--- config.mk ---
export PLATFORM = sky130hd
export DESIGN_NAME = i2c_cfg_responder
export DESIGN_NICKNAME = d
export VERILOG_FILES = /design/src/rtl/i2c_cfg_pkg.sv /design/src/rtl/i2c_cfg_responder_bus_sync.sv /design/src/rtl/i2c_cfg_responder.sv
export SDC_FILE = /design/constraint.sdc
export NUM_CORES = 1
export LEC_CHECK = 0
export CAP_MARGIN = 20
export CORE_MARGIN = 2
export CORE_UTILIZATION = 40
export CTS_BUF_LIST = sky130_fd_sc_hd__clkbuf_16
export DETAILED_ROUTE_END_ITERATION = 16
export GPL_ROUTABILITY_DRIVEN = 0
export PLACE_DENSITY = 0.61
export REMOVE_ABC_BUFFERS = 1
export SLEW_MARGIN = 20
export SYNTH_ARGS = -nofsm -noshare
export SYNTH_HDL_FRONTEND = slang
export SYNTH_SLANG_ARGS = --single-unit
--- constraint.sdc ---
create_clock -name clk -period 43.3 [get_ports clk]
set_input_delay 8.66 -clock clk [delete_from_list [all_inputs] [get_ports clk]]
set_output_delay 8.66 -clock clk [all_outputs]
set_load 0.02 [all_outputs]
--- src/rtl/i2c_cfg_pkg.sv ---
// Shared types and constants for the I2C configuration responder.
//   state_t        responder FSM states
//   BIT_ACK/NACK   value of SDA in the ninth (acknowledge) bit
//   DEV_ADDR_DEF   default 7-bit target address
//   DEVICE_ID_DEF  default read-only identifier served at register 0
package i2c_cfg_pkg;

   typedef enum logic [3:0] {
      ST_IDLE,
      ST_ADDR,
      ST_ACK_ADDR,
      ST_PTR,
      ST_ACK_PTR,
      ST_WR,
      ST_ACK_WR,
      ST_RD,
      ST_RD_ACK,
      ST_IGNORE
   } state_t;

   localparam logic       BIT_ACK       = 1'b0;
   localparam logic       BIT_NACK      = 1'b1;
   localparam logic [6:0] DEV_ADDR_DEF  = 7'h76;
   localparam logic [7:0] DEVICE_ID_DEF = 8'h17;

endpackage

--- src/rtl/i2c_cfg_responder_bus_sync.sv ---
// Synchronizer and event detector for the I2C pins.
//   clk, reset           system clock, async active-high reset
//   scl_i, sda_i         raw bus pins
//   scl_rise, scl_fall   one-cycle SCL edge pulses
//   start_det, stop_det  one-cycle START / STOP pulses
//   sda_s                synchronized SDA, aligned with the event pulses
// All outputs are registered: an edge on the pins shows up DEGLITCH+1 clk later.
// DEGLITCH must be at least 2.
module i2c_bus_sync #(
   parameter int DEGLITCH = 2
) (
   input  logic clk,
   input  logic reset,
   input  logic scl_i,
   input  logic sda_i,
   output logic scl_rise,
   output logic scl_fall,
   output logic start_det,
   output logic stop_det,
   output logic sda_s
);

   logic [DEGLITCH-1:0] scl_sync;
   logic [DEGLITCH-1:0] sda_sync;
   logic                scl_q;
   logic                sda_q;
   logic                scl_p;
   logic                sda_p;

   assign scl_q = scl_sync[DEGLITCH-1];
   assign sda_q = sda_sync[DEGLITCH-1];

   // Chains reset to the idle-bus level so release of reset never looks like an edge.
   always_ff @(posedge clk or posedge reset) begin
      if (reset) begin
         scl_sync  <= '1;
         sda_sync  <= '1;
         scl_p     <= 1'b1;
         sda_p     <= 1'b1;
         scl_rise  <= 1'b0;
         scl_fall  <= 1'b0;
         start_det <= 1'b0;
         stop_det  <= 1'b0;
         sda_s     <= 1'b1;
      end else begin
         scl_sync  <= {scl_sync[DEGLITCH-2:0], scl_i};
         sda_sync  <= {sda_sync[DEGLITCH-2:0], sda_i};
         scl_p     <= scl_q;
         sda_p     <= sda_q;
         scl_rise  <= scl_q & ~scl_p;
         scl_fall  <= ~scl_q & scl_p;
         start_det <= scl_q & scl_p & sda_p & ~sda_q;
         stop_det  <= scl_q & scl_p & ~sda_p & sda_q;
         sda_s     <= sda_q;
      end
   end

endmodule

--- src/rtl/i2c_cfg_responder.sv ---
// I2C target standing in for the DVI transmitter on the configuration bus.
//   clk, reset   system clock (>= 16x SCL), async active-high reset
//   scl_i, sda_i bus pins
//   sda_oe       1 = pull SDA low
//   wr_stb       one-cycle pulse per accepted register write
//   wr_addr      register index of the last write
//   wr_data      data of the last write
//   busy         addressed and in a transfer
//   write_count  accepted-write counter, wraps
//
// state       | meaning
// ST_IDLE     | bus free, waiting for START
// ST_ADDR     | shifting in address + r/w byte
// ST_ACK_ADDR | acknowledging our address
// ST_PTR      | shifting in register pointer
// ST_ACK_PTR  | acknowledging pointer
// ST_WR       | shifting in a data byte
// ST_ACK_WR   | acknowledging a data byte
// ST_RD       | driving a data byte out, MSB first
// ST_RD_ACK   | master's acknowledge bit after a read byte
// ST_IGNORE   | not addressed / read ended, wait for START or STOP
module i2c_cfg_responder
   import i2c_cfg_pkg::*;
#(
   parameter logic [6:0] DEV_ADDR  = DEV_ADDR_DEF,
   parameter int         ADDR_W    = 6,
   parameter logic [7:0] DEVICE_ID = DEVICE_ID_DEF,
   parameter int         DEGLITCH  = 2
) (
   input  logic              clk,
   input  logic              reset,
   input  logic              scl_i,
   input  logic              sda_i,
   output logic              sda_oe,
   output logic              wr_stb,
   output logic [ADDR_W-1:0] wr_addr,
   output logic [7:0]        wr_data,
   output logic              busy,
   output logic [7:0]        write_count
);

   localparam int DEPTH = 2**ADDR_W;

   logic              scl_rise, scl_fall, start_det, stop_det, sda_s;
   state_t            state, state_nxt;
   logic [7:0]        shift;
   logic [2:0]        cnt;
   logic [ADDR_W-1:0] ptr, ptr_inc;
   logic [7:0]        regs [DEPTH];
   logic              mbit;
   logic [7:0]        rx_byte, rd_cur, rd_inc;
   logic              byte_done, addr_hit;

   i2c_bus_sync #(.DEGLITCH(DEGLITCH)) u_sync (
      .clk       (clk),
      .reset     (reset),
      .scl_i     (scl_i),
      .sda_i     (sda_i),
      .scl_rise  (scl_rise),
      .scl_fall  (scl_fall),
      .start_det (start_det),
      .stop_det  (stop_det),
      .sda_s     (sda_s)
   );

   assign rx_byte   = {shift[6:0], sda_s};
   assign byte_done = scl_rise && (cnt == 3'd7);
   assign addr_hit  = (rx_byte[7:1] == DEV_ADDR);
   assign ptr_inc   = ptr + ADDR_W'(1);
   // Register 0 is the read-only identifier; its storage is never written.
   assign rd_cur    = (ptr == '0)     ? DEVICE_ID : regs[ptr];
   assign rd_inc    = (ptr_inc == '0) ? DEVICE_ID : regs[ptr_inc];

   always_ff @(posedge clk or posedge reset) begin
      if (reset) state <= ST_IDLE;
      else       state <= state_nxt;
   end

   // In the ACK states sda_oe doubles as the phase: low = waiting for the
   // falling edge that starts the ACK, high = ACK in progress.
   always_comb begin
      state_nxt = state;
      if (stop_det) begin
         state_nxt = ST_IDLE;
      end else if (start_det) begin
         state_nxt = ST_ADDR;
      end else begin
         case (state)
            ST_ADDR:     if (byte_done) state_nxt = addr_hit ? ST_ACK_ADDR : ST_IGNORE;
            ST_ACK_ADDR: if (scl_fall && sda_oe) state_nxt = shift[0] ? ST_RD : ST_PTR;
            ST_PTR:      if (byte_done) state_nxt = ST_ACK_PTR;
            ST_ACK_PTR:  if (scl_fall && sda_oe) state_nxt = ST_WR;
            ST_WR:       if (byte_done) state_nxt = ST_ACK_WR;
            ST_ACK_WR:   if (scl_fall && sda_oe) state_nxt = ST_WR;
            ST_RD:       if (scl_fall && cnt == 3'd7) state_nxt = ST_RD_ACK;
            ST_RD_ACK:   if (scl_fall) state_nxt = (mbit == BIT_NACK) ? ST_IGNORE : ST_RD;
            ST_IDLE, ST_IGNORE: state_nxt = state;
            default:     state_nxt = ST_IDLE;
         endcase
      end
   end

   always_ff @(posedge clk or posedge reset) begin
      if (reset) begin
         shift       <= '0;
         cnt         <= '0;
         ptr         <= '0;
         mbit        <= BIT_NACK;
         sda_oe      <= 1'b0;
         busy        <= 1'b0;
         wr_stb      <= 1'b0;
         wr_addr     <= '0;
         wr_data     <= '0;
         write_count <= '0;
         for (int i = 0; i < DEPTH; i++) regs[i] <= '0;
      end else begin
         wr_stb <= 1'b0;
         if (stop_det || start_det) begin
            cnt    <= '0;
            sda_oe <= 1'b0;
            busy   <= 1'b0;
         end else begin
            case (state)
               ST_ADDR: if (scl_rise) begin
                  shift <= rx_byte;
                  cnt   <= cnt + 3'd1;
                  if (byte_done && addr_hit) busy <= 1'b1;
               end
               ST_PTR: if (scl_rise) begin
                  shift <= rx_byte;
                  cnt   <= cnt + 3'd1;
                  if (byte_done) ptr <= rx_byte[ADDR_W-1:0];
               end
               ST_WR: if (scl_rise) begin
                  shift <= rx_byte;
                  cnt   <= cnt + 3'd1;
                  if (byte_done) begin
                     if (ptr != '0) begin
                        regs[ptr]   <= rx_byte;
                        wr_stb      <= 1'b1;
                        wr_addr     <= ptr;
                        wr_data     <= rx_byte;
                        write_count <= write_count + 8'd1;
                     end
                     ptr <= ptr_inc;
                  end
               end
               ST_ACK_ADDR, ST_ACK_PTR, ST_ACK_WR: if (scl_fall) begin
                  if (!sda_oe) begin
                     sda_oe <= 1'b1;
                  end else if (state == ST_ACK_ADDR && shift[0]) begin
                     shift  <= rd_cur;
                     sda_oe <= ~rd_cur[7];
                  end else begin
                     sda_oe <= 1'b0;
                  end
               end
               // Rotate rather than shift so shift[6] is always the next bit out.
               ST_RD: if (scl_fall) begin
                  cnt <= cnt + 3'd1;
                  if (cnt == 3'd7) begin
                     sda_oe <= 1'b0;
                  end else begin
                     shift  <= {shift[6:0], shift[7]};
                     sda_oe <= ~shift[6];
                  end
               end
               ST_RD_ACK: begin
                  if (scl_rise) mbit <= sda_s;
                  if (scl_fall && mbit == BIT_ACK) begin
                     ptr    <= ptr_inc;
                     shift  <= rd_inc;
                     sda_oe <= ~rd_inc[7];
                  end
               end
               ST_IGNORE: begin
                  sda_oe <= 1'b0;
                  busy   <= 1'b0;
               end
               default: ;
            endcase
         end
      end
   end

endmodule
# Word level (Yosys, flattened, before mapping)
# Cells that the tools add are included.
# Widths: inputs -> output; s select.
classes:
  magnitude_cmp: 3
  reduce_logical: 29
  addsub: 3
  bitwise: 18
  n_eq_ne: 36
  muxes: 59
ops:
  columns: ["operator", "count"]
  rows:
  - ["$bwmux 512", 1]
  - ["$mux 8", 14]
  - ["$bmux 8 s6", 2]
  - ["$demux 8 s6", 1]
  - ["$mux 4", 11]
  - ["$pmux 4 s8", 1]
  - ["$pmux 8 s4", 1]
  - ["$mux 6", 5]
  - ["$ne 4x2->1 const B", 5]
  - ["$pmux 6 s3", 1]
  - ["$eq 4x3->1 const B", 4]
  - ["$mux 1", 15]
  - ["$ge 7x7->1 const B", 2]
  - ["$not 6->7", 2]
  - ["$logic_not 6->1", 2]
  - ["$mux 3", 4]
  - ["$ne 2x2->1 const B", 6]
  - ["$ne 2x1->1 const B", 5]
  - ["$ne 3x2->1 const B", 3]
  - ["$not 1->1", 9]
  - ["$reduce_and 3->1", 3]
  - ["$reduce_and 9->1", 1]
  - ["$reduce_bool 3->1", 3]
  - ["$add 8x1->8 const B", 1]
  - ["other kinds (27)", 46]
word_totals:
  inputBits: 4
  output_inout_bits: 25
  reg_bits: 569

# Longest topological paths before layout
logic_depth:
  depth_word: 11
  mapped_depth: 17
  mapped_depth_nobuf: 10

# Cells and area by module
# From an unflattened synthesis, not the netlist that was laid out.
unflattened:
  hier_cells: 2380
  hier_area_um2: 31208.7
by_module_without_submodules:
  columns: ["mod", "cells_per_inst", "area_each_um2", "n_inst"]
  rows:
  - ["i2c_cfg_responder", 2365, 30914.6, 1]
  - ["i2c_bus_sync", 15, 294.0, 1]

# Least setup slack after synthesis
# OpenSTA, ideal clock, no wires.
synth_timing:
  path_type: "register to output"
  startpoint: "reg write_count[0]"
  endpoint: "out write_count[0]"
  stages_incl_launch_ff: 1
  required_time_ns: 34.640
  setup_slack_ns: 34.158
  arrival_ns: 0.482
  cell_sequence: "dfrtp_1"
synth_rtl:
  columns: ["item", "line", "rtl"]
  rows:
  - ["start: declaration", "i2c_cfg_responder.sv:39", "output logic [7:0] write_count"]
  - ["start signal: assignment", "i2c_cfg_responder.sv:143", "write_count <= write_count + 8'd1;"]
# No word-level cell between the ends.

# Worst setup path in the final report
layout_timing:
  startpoint: "reg sda_oe"
  endpoint: "out sda_oe"
layout_rtl:
  columns: ["item", "line", "rtl"]
  rows:
  - ["start: declaration", "i2c_cfg_responder.sv:34", "output logic sda_oe,"]
  - ["start signal: assignment", "i2c_cfg_responder.sv:153", "sda_oe <= ~rd_cur[7];"]
  - ["start signal: assignment", "i2c_cfg_responder.sv:165", "sda_oe <= ~shift[6];"]
  - ["start signal: assignment", "i2c_cfg_responder.sv:173", "sda_oe <= ~rd_inc[7];"]
# No word-level cell between the ends.

==> impl_metrics.env <==
export IMPL_status="complete, no violations"
export IMPL_rsz0062_at_grt="no"
export IMPL_cts_repair_resized=0
export IMPL_worstSetupPathDepth=1
export IMPL_rows=100
export IMPL_cts_buffers=66
export IMPL_wl_mm=99.3
export IMPL_cts_setup_buffers=0
export IMPL_cpPeakStageDelay_ps=640
export IMPL_htreeDepth=3
export IMPL_final_common_cell="dfrtp_1"
export IMPL_setup_slack_ps=32970
export IMPL_slew_violations=0
export IMPL_ios=29
export IMPL_cp_slowest_cell="clkdlybuf4s50_1"
export IMPL_syn_instance_count=2276
export IMPL_dieArea_um2=77700
export IMPL_clockBufferDepth=3
export IMPL_worstPathArrival_ps=1670
export IMPL_ff2ff_path_depth=10
export IMPL_end_kind="output port"
export IMPL_max_slew_margin_pct=20.8
export IMPL_overflow=0
export IMPL_hold_buffers=0
export IMPL_synth_edf_count=0
export IMPL_max_slew_worst_pin_slew_ps=1190
export IMPL_firstDrtPassIters=6
export IMPL_synthArstFlopShare_pct=100
export IMPL_clk_pin_slew_ps=50
export IMPL_cts_tree="yes"
export IMPL_vias_per_cell=6.59
export IMPL_routedWlPerCell_um=30.5
export IMPL_ir_worst_vdd_uv=29.0
export IMPL_min_path_type="flop to flop"
export IMPL_cp_start_kind="flop"
export IMPL_cts_root_buf="clkbuf_16"
export IMPL_dp_worst_setup_slack_ps=32210
export IMPL_clock_fmax_mhz=96.8
export IMPL_clock_latency_ps=620
export IMPL_max_cap_violations=0
export IMPL_crit_type="flop to output port"
export IMPL_syn_area_um2=30200
export IMPL_skew_ps=36.3
export IMPL_drive_gt1_share_pct=37.6
export IMPL_start_util_pct=40.5
export IMPL_cellLeakagePower_nw=14.5
export IMPL_grt_max_degree=165
export IMPL_core_um2=74600
export IMPL_cp_max_fo=5
export IMPL_critical_path_top_delay_family="buffers and inverters"
export IMPL_hold_depth=0
export IMPL_first_global_vias=21412
export IMPL_chipHeight_um=279
export IMPL_finalSetupViolations=0
export IMPL_post_route_period_util_pct=23.8
export IMPL_dp_hpwl_mm=62.4
export IMPL_vias=21458
export IMPL_layout_common_cells="552 x dfrtp_1, 447 x mux2_2, 165 x mux4_2"
export IMPL_power_density_nw_per_um2=39.4
export IMPL_track_usage_pct=25.6
export IMPL_syn_area_per_cell_um2=13.3
export IMPL_yosys_warnings=0
export IMPL_syn_to_final_growth_pct=10.4
export IMPL_crit_chain="clkdlybuf4s50_1"
export IMPL_cp_required_ps=34640
export IMPL_fin_crit_ps=10330
export IMPL_finalNetCount=2249
export IMPL_grt_pass1_wl_mm=148
export IMPL_portBuffers=28
export IMPL_tns_ps=0
export IMPL_hold_viol=0
export IMPL_ys_ff_latch=569
export IMPL_antenna_found_initial=3
export IMPL_ys_types=75
export IMPL_clock_sinks=569
export IMPL_fp_dieW_um=279
export IMPL_seq_area_frac_synth_pct=47.2
export IMPL_drt_iter0_markers=2901
export IMPL_cp_buffers_inverters=1
export IMPL_synth_main_ff_cell="dfrtp_1"
export IMPL_drc=0
export IMPL_ant_nets=0
## stage by stage
step                utilization (%)  hold WS, ps  power (mW)  cell area (µm²)  std cells
detailed placement             41.9          349       0.778            31300       3139
global placement               41.9          350       0.775            31300       3139
CTS                            44.7          362        1.32            33300       3255
floorplan                         -          345       0.681            29300       2094
finish                         44.7          361        1.31            33300       3257
global route                   44.7          366        1.35            33300       3256
## area by class of cell
| type | instances | area [µm²] |
|---|---|---|
| inverters | 12 | 52.6 |
| fillers | 6652 | 41200 |
| diodes | 1 | 2.50 |
| clock inverters | 45 | 287 |
| flip-flops and latches | 569 | 14300 |
| multi-input cells | 1513 | 15100 |
| clock buffers | 71 | 1780 |
| repair buffers | 77 | 684 |
| well taps | 969 | 1210 |
## power by group
part / leakage [nW] / internal, mW / switching [mW]
clock network: 1.06 / 0.312 / 0.227
registers: 7.88 / 0.539 / 0.0221
logic: 5.53 / 0.0521 / 0.162
## cells in the mapped netlist (5+ instances only)
cell type	number	share of area, %
and3_1	6	0.12
a31oi_1	21	0.44
nand4_1	11	0.23
a22o_1	10	0.29
buf_2	53	0.88
o211ai_1	7	0.17
a221oi_1	35	1.0
o221ai_1	5	0.15
buf_4	12	0.30
o2111ai_1	5	0.15
inv_1	8	0.099
nand2b_1	6	0.12
buf_6	17	0.63
nor2_1	60	0.75
dfstp_2	7	0.61
mux2_1	87	3.2
a221o_1	6	0.20
clkbuf_1	93	1.2
o2bb2ai_1	6	0.17
a41oi_1	18	0.52
a22oi_1	120	3.0
nor4_1	6	0.12
mux4_2	165	12
a211oi_1	5	0.12
dfrtp_1	562	47
o22ai_1	5	0.10
nand3_1	31	0.51
nand2_1	148	1.8
mux2i_1	45	1.5
a311oi_1	5	0.15
nor2b_1	11	0.23
nor3_1	6	0.099
nor2_2	58	1.2
a21oi_1	48	0.80
o21ai_0	41	0.68
ha_1	6	0.25
xnor2_1	9	0.26
or2_2	5	0.10
buf_1	7	0.087
mux2_2	447	17
## kinds of logic after synthesis
logic type | synth area share (%)
compound gates | 8.94
xor+xnor | 0.576
fa+ha+maj | 0.282
buf+inv | 3.20
flops | 47.2
mux | 33.7
simple gates | 6.10
## routing by layer
| metal | GRT usage (%) | routed length, µm | part of all wire [%] |
|---|---|---|---|
| met5 | 1.13 | 157 | 0.16 |
| met4 | 12.5 | 5040 | 5.1 |
| met3 | 5.66 | 9190 | 9.3 |
| met2 | 38.4 | 44400 | 45 |
| met1 | 35.1 | 40600 | 41 |
## worst paths after layout
check | startpoint | to | slack [ps]
worst max-delay path | sda_oe | sda_oe | 32970
worst min register to register | u_sync.scl_sync[0] | u_sync.scl_sync[1] | 360
max in group asynchronous | reset | regs[209] | 33110
worst min-delay path | u_sync.scl_sync[0] | u_sync.scl_sync[1] | 360
min in group asynchronous | reset | regs[493] | 8610
worst max register to register | ptr[1] | shift[7] | 37830
## state kept, by name, indices dropped and copies added, names as in the netlist, 2 cells and up
signal	cells
write_count	8
state	4
wr_addr	6
cnt	3
ptr	6
u_sync.sda_sync	2
u_sync.scl_sync	2
shift	8
regs	512
wr_data	8
No activity file was read; power rests on OpenSTA's default activity.
